**config.mk**
```make
export PLATFORM = sky130hd
export DESIGN_NAME = qe_front
export DESIGN_NICKNAME = d
export VERILOG_FILES = /design/src/rtl/qe_pkg.sv /design/src/rtl/qe_filt.sv /design/src/rtl/qe_front.sv
export SDC_FILE = /design/constraint.sdc
export NUM_CORES = 1
export LEC_CHECK = 0
export CAP_MARGIN = 20
export CORE_MARGIN = 2
export CORE_UTILIZATION = 45
export CTS_CLUSTER_DIAMETER = 200
export DETAILED_ROUTE_END_ITERATION = 7
export PLACE_DENSITY = 0.74
export SLEW_MARGIN = 0
export SYNTH_ARGS = -nofsm -noshare
export SYNTH_HDL_FRONTEND = slang
export SYNTH_SLANG_ARGS = --single-unit
```
**constraint.sdc**
```tcl
create_clock -name clk -period 1.5 [get_ports clk]
set_clock_uncertainty 0.1 [all_clocks]
set_input_delay 0.3 -clock clk [delete_from_list [all_inputs] [get_ports clk]]
set_output_delay 0.3 -clock clk [all_outputs]
set_load 0.005 [all_outputs]
```
**src/rtl/qe_pkg.sv**
```systemverilog
// Shared constants for the quadrature front end: Gray states, direction encoding,
// counter widths and the up-step successor helper.
package qe_pkg;

   localparam int QE_CNT_W  = 4;
   localparam int QE_WARM_W = 5;

   localparam logic [1:0] QE_S00 = 2'b00;
   localparam logic [1:0] QE_S10 = 2'b10;
   localparam logic [1:0] QE_S11 = 2'b11;
   localparam logic [1:0] QE_S01 = 2'b01;

   localparam logic QE_UP = 1'b1;
   localparam logic QE_DN = 1'b0;

   // True when {i,q} moved one position forward along 00->10->11->01->00.
   function automatic logic qe_next_up(input logic [1:0] from, input logic [1:0] to);
      logic [1:0] succ;
      case (from)
         QE_S00:  succ = QE_S10;
         QE_S10:  succ = QE_S11;
         QE_S11:  succ = QE_S01;
         QE_S01:  succ = QE_S00;
         default: succ = QE_S00;
      endcase
      return to == succ;
   endfunction

endpackage

```
**src/rtl/qe_filt.sv**
```systemverilog
// One encoder channel: two-flop synchroniser followed by a run-length glitch filter.
// Filter present only when QE_FILT_EN is defined; otherwise level follows the synchroniser.
module qe_filt #(
   parameter int FILT_N = 4
) (
   input  logic clk,
   input  logic rst_n,
   input  logic raw,
   output logic level
);
   import qe_pkg::*;

   if (FILT_N < 1 || FILT_N >= (1 << QE_CNT_W)) begin : g_bad_filt_n
      $error("qe_filt: FILT_N out of range");
   end

   logic s1;
   logic s2;

   // NOTE: synchronous reset; every flop here, including the synchroniser, starts at 0.
   always_ff @(posedge clk) begin
      if (!rst_n) begin
         s1 <= 1'b0;
         s2 <= 1'b0;
      end else begin
         s1 <= raw;
         s2 <= s1;
      end
   end

`ifdef QE_FILT_EN
   localparam logic [QE_CNT_W-1:0] LIMIT = QE_CNT_W'(FILT_N);
   localparam logic [QE_CNT_W-1:0] ONE   = QE_CNT_W'(1);

   logic [QE_CNT_W-1:0] cnt;

   // Level flips only after FILT_N consecutive synchronised samples disagree with it.
   always_ff @(posedge clk) begin
      if (!rst_n) begin
         cnt   <= '0;
         level <= 1'b0;
      end else if (s2 == level) begin
         cnt <= '0;
      end else if (cnt + ONE == LIMIT) begin
         level <= s2;
         cnt   <= '0;
      end else begin
         cnt <= cnt + ONE;
      end
   end
`else
   assign level = s2;
`endif

endmodule

```
**src/rtl/qe_front.sv**
```systemverilog
// Quadrature front end: filtered i/q levels, step/dir decode and sticky illegal-transition flag.
// Optional glitch filter enabled by defining QE_FILT_EN.
module qe_front #(
   parameter int FILT_N = 4
) (
   input  logic clk,
   input  logic rst_n,
   input  logic i_raw,
   input  logic q_raw,
   input  logic clr,
   output logic i,
   output logic q,
   output logic step,
   output logic dir,
   output logic err
);
   import qe_pkg::*;

`ifdef QE_FILT_EN
   localparam int WARM = FILT_N + 3;
`else
   localparam int WARM = 3;
`endif
   localparam logic [QE_WARM_W-1:0] WARM_LAST = QE_WARM_W'(WARM - 1);
   localparam logic [QE_WARM_W-1:0] WARM_ONE  = QE_WARM_W'(1);

   qe_filt #(.FILT_N(FILT_N)) u_filt_i (.clk(clk), .rst_n(rst_n), .raw(i_raw), .level(i));
   qe_filt #(.FILT_N(FILT_N)) u_filt_q (.clk(clk), .rst_n(rst_n), .raw(q_raw), .level(q));

   logic [1:0]           cur;
   logic [1:0]           prev;
   logic                 armed;
   logic [QE_WARM_W-1:0] wcnt;
   logic                 moved;
   logic                 illegal;

   assign cur = {i, q};

   always_comb begin
      moved   = armed && (cur != prev);
      illegal = moved && ((cur ^ prev) == 2'b11);
   end

   // prev tracks the filtered pair unconditionally, so while unarmed nothing is ever flagged.
   always_ff @(posedge clk) begin
      if (!rst_n) begin
         prev  <= QE_S00;
         step  <= 1'b0;
         dir   <= QE_DN;
         err   <= 1'b0;
         armed <= 1'b0;
         wcnt  <= '0;
      end else begin
         prev <= cur;
         step <= moved && !illegal;
         if (moved && !illegal) begin
            dir <= qe_next_up(prev, cur) ? QE_UP : QE_DN;
         end
         if (illegal) begin
            err <= 1'b1;
         end else if (clr) begin
            err <= 1'b0;
         end
         if (!armed) begin
            if (wcnt == WARM_LAST) begin
               armed <= 1'b1;
            end else begin
               wcnt <= wcnt + WARM_ONE;
            end
         end
      end
   end

endmodule

```
* Yosys cells after proc, flatten, opt, wreduce, memory -nomap -nowiden *
Cells that the tools add are included.

cells by class
  eq/ne operators = 7
  shift-type cells = 0
  bitwise operators = 3
  $lt $le $gt $ge = 0
  multiplexer cells = 8
  $add $sub $neg = 1
  multiply operators = 0
  reduce and logical (&&, ||, !) cells = 7
  div/mod/pow operators = 0

operator list
  cell                                                              number
  2-bit case mux with 4 select lines                                1
  2-bit == test (second input constant)                             3
  5-bit by 1-bit adder with 5-bit output (second input constant)    1
  5-bit by 2-bit == test with 1-bit output (second input constant)  1
  1-bit two-way mux                                                 5
  2-bit two-way mux                                                 2
  1-bit logical AND                                                 3
  2-bit by 1-bit == test with 1-bit output (second input constant)  1
  2-bit == test                                                     1
  2-bit zero test                                                   1
  2-bit inequality test                                             1
  1-bit NOT                                                         2
  2-bit AND reduction                                               1
  2-bit nonzero test                                                1
  2-bit bitwise XOR                                                 1
  1-bit zero test                                                   1

storage, ports and cells
  bits in latches = 0
  bits in read-only memories = 0
  register bits = 15
  memories = 0
  memory bits (writable) = 0
  output and inout port bits = 5

* Longest topological paths before layout *
  depth after elaboration = 9
  depth in mapped cells = 5
  depth with buffers taken out = 5

* Hierarchy *
A second synthesis with hierarchy kept.

unflattened totals
  cell total of the unflattened synthesis = 59
  area, all modules = 581.8 um^2

by module, submodules not included
  module    instances  cells each  seq. area each (um^2)  area an instance (um^2)
  qe_front  1          51          220.2                  476.7
  qe_filt   2          4           40.0                   52.6

* Worst setup path after synthesis *
No wires, ideal clock.

  path kind = reg2reg
  from = register wcnt[0]
  to = register wcnt[1]
  slack = 0.190 ns
  clock period less this slack = 1.310 ns
  required time = 1.330 ns
  cell stages (with the launch flop) = 5
  data arrival time = 1.141 ns
  cells stage by stage = dfxtp_1 -> inv_1 -> ha_1 -> or3_1 -> a21oi_1

on the way
  longest elaborated chain between the ends = 3

RTL lines
  item                                                                            line            text
  from (decl)                                                                     qe_front.sv:33  logic [QE_WARM_W-1:0] wcnt;
  from (signal assigned)                                                          qe_front.sv:68  wcnt <= wcnt + WARM_ONE;
  branches (longest 3 deep; another with 5-bit by 1-bit adder with 5-bit output)  -

Several ways; the timed one is not identified.
A chain may end at the register's enable or synchronous reset.

* Worst setup path in the final report *
  from = register wcnt[0]
  to = register wcnt[0]

Same word-level chain as after synthesis.

==> run_results.csv <==
group,metric,value,unit
worst_setup_path,cp-startpoint,"wcnt[0]",
die,fp.dieH,40.53,um
final_layout,most-common-layout-cells,"dfxtp_1, and2_1, xor2_1, nor2_1, dfxtp_2",
synthesis,synthAdderAreaFrac,4.167,%
place,dpl_cell_area,714.4,sq um
route,drt-initial-drc-count,3,
worst_setup_path,crit_path_max_fanout,6,
job,maxCapViolations,0,
die,core,1269,sq um
route,wl,929,um
worst_setup_path,slowest_delay,370,ps
clocking,clk_latency,280,ps
final_layout,nNetsFinal,81,
grt,grt_pass1_vias,391,
route,drtPass1Iterations,4,
synthesis,ys_ff_latch,15,
synthesis,syn_avg_cell_area,10.35,sq um
clocking,cts_hold_buf,0,
die,ios,10,
sta,finalCriticalPeriod,1373,ps
synthesis,synthMuxAreaShare,0,%
die,rows,13,
synthesis,synth_fp_nets,65,
worst_setup_path,start_kind,"register",
outcome,outcome,"complete, no violations",
die,start_util,47.34,%
route,routed_via_density,4.898,
synthesis,synth-xor-area-share,10.21,%
clocking,cts.path.max_buffers,2,
sta,worst_slew_pin_slew,314.6,ps
clocking,cts_root_buf,"clkbuf_4",
worst_setup_path,worst-path-buf-inv,1,
sta,fin_ws,127.0,ps
sta,setup_viol,0,
synthesis,syn_inst,58,
grt,grt.overflow.total,0,
final_layout,syn2layout_area_growth,26.67,%
synthesis,ys_warn_count,0,
sta,hold_ws,339.7,ps
place,pre_cts_ws,37.70,ps
worst_setup_path,timing.rr.end,"wcnt[0]",
clocking,cts_max_level,1,
power,ir_worst_vdd,0.8615,mV
worst_setup_path,cp_cell_sequence,"inv_1, ha_1, nor4b_4, or3_1, a21oi_1",
grt,grt_use_met1,18.79,%
worst_setup_path,cp.required,1610,ps
synthesis,synth_top_family_by_area,"simple AND/OR/NAND/NOR gates",
place,place_congestion,0.7538,
worst_setup_path,endpoint,"wcnt[0]",
route,detail-route-antenna-nets,0,
synthesis,synth.distinct_cells,22,
route,route.detailed.drc,0,
synthesis,synthSimpleGateAreaFrac,24.58,%
worst_hold_path,hold_class,"reg -> reg",
worst_setup_path,cpLargestDelayFamily,"simple AND/OR/NAND/NOR gates",
grt,busiest_layer,"met2",
worst_setup_path,ff2ff_setup_slack,130,ps
die,die_w,40.53,um
sta,hold_viol_final,0,
synthesis,yosysSeqAreaShare,50.00,%
sta,maxSlewViolCount,0,
power,leakagePower,0.3501,nW
sta,setup_tns,0,ps
sta,max_freq,0.7283,GHz
sta,post-route-period-util,91.53,%
die,dieArea,1643,sq um
place,dp_hpwl,668.4,um
clocking,cts_buffers,3,
worst_setup_path,r2r_start,"wcnt[0]",
worst_setup_path,reg2regPathDepth,5,
synthesis,syn_area,600.6,sq um
grt,use_met3,8.333,%
clocking,cts_tree,"built",
final_layout,final_common_cell,"dfxtp_1",
grt,grt_max_degree,13,
final_layout,final_cell_area,760.7,sq um
grt,grt_use_total,15.22,%
route,num_vias,431,
route,wl_per_cell,10.56,um
grt,antenna_found_initial,0,
synthesis,synth_compound_area_share,7.500,%
worst_setup_path,crit_slowest_cell,"dfxtp_2",
final_layout,drive_gt1_share,20.55,%
worst_setup_path,cp.arrival,1480,ps
sta,slew_headroom,78.94,%
clocking,cts_num_sinks,15,
grt,met2_usage,22.22,%
worst_setup_path,end_kind,"register",
final_layout,antenna_cells,0,
power,powerDensity,1217,nW/um^2
worst_setup_path,critical_path_cell_count,5,
sta,rsz0062_at_grt,"no",
clocking,clk_pin_slew,90,ps
grt,grt_pass1_wl,1.580,mm
worst_setup_path,critPathKind,"reg -> reg",
place,port_buffers,9,
## synthesized netlist by cell type
library cell / count / area [sq um]
and3_1: 1 / 6.260
nand2b_1: 1 / 6.260
inv_1: 3 / 11.26
nand2_1: 1 / 3.750
buf_2: 1 / 5.000
xnor2_1: 2 / 17.52
or3_1: 2 / 12.51
nor2_1: 5 / 18.77
o21ai_0: 2 / 10.01
o211ai_1: 1 / 7.510
ha_1: 2 / 25.02
xor2_1: 5 / 43.79
clkbuf_2: 1 / 5.000
nor4_1: 1 / 6.260
a31o_1: 1 / 8.760
a21oi_1: 2 / 10.01
and2_1: 6 / 37.54
a32oi_1: 1 / 8.760
nand4b_1: 3 / 26.28
nor4b_4: 1 / 23.77
dfxtp_1: 15 / 300.3
or2_2: 1 / 6.260
## kinds of logic after synthesis
group | Yosys count
buffers and inverters | 5
and+or+nand+nor | 22
adders and majority gates | 2
xor gates and xnor gates | 7
AOI/OAI and AO/OA | 7
DFF | 15
## layer usage
layer  vias to the layer above  routed length (um)
li1                        225                   -
met2                         8                 419
met5                         -                   0
met4                         0                   8
met1                       196                 445
met3                         2                  55
## state kept, by name, indices dropped and copies added, names as in the netlist
register        flops
u_filt_q.level      1
wcnt                5
u_filt_q.s1         1
u_filt_i.level      1
dir                 1
prev                2
step                1
u_filt_i.s1         1
err                 1
armed               1
## worst min-delay path by stage
stage | from | to | cells after the start
floorplan | u_filt_i.s1 | u_filt_i.level | 1
global placement | u_filt_i.s1 | u_filt_i.level | 1
detailed placement | u_filt_i.s1 | u_filt_i.level | 1
CTS | u_filt_i.s1 | u_filt_i.level | 1
global route | u_filt_q.s1 | u_filt_q.level | 1
finish | u_filt_i.s1 | u_filt_i.level | 1
## report_power, final
group | switching (W) | internal [W]
clock network | 0.000124 | 0.0000990
logic | 0.0000762 | 0.000116
registers | 0.0000582 | 0.000452
total | 0.000258 | 0.000667
## layout make-up
class,instances,area [sq um]
multi-input cells,38,279.0
clock buffers,3,22.52
fillers,119,508.0
clock inverters,1,5.005
flip-flops and latches,15,306.5
repair buffers,13,117.6
inverters,3,11.26
well taps,15,18.77
## worst reg2reg max path: cells and delay by family (launching register included)
kind,cells,cell delay (ps)
flops,1,370
fa+ha+maj,1,190
simple gates,2,450
buf+inv,1,50
compound gates,1,140
## metrics by stage
stage,util [%],cells,power [W]
detailed placement,56.31,82,0.0007109
global route,59.96,88,0.0009971
global placement,56.31,82,0.0007010
floorplan,-,58,0.0006499
CTS,59.66,88,0.0009360
finish,59.96,88,0.0009258
## timing repair
action	CTS	global route
gates resized for setup	8	2
setup buffers	2	0
setup endpoints to repair	4	3
Note: power is estimated with default switching activity, not from simulation.
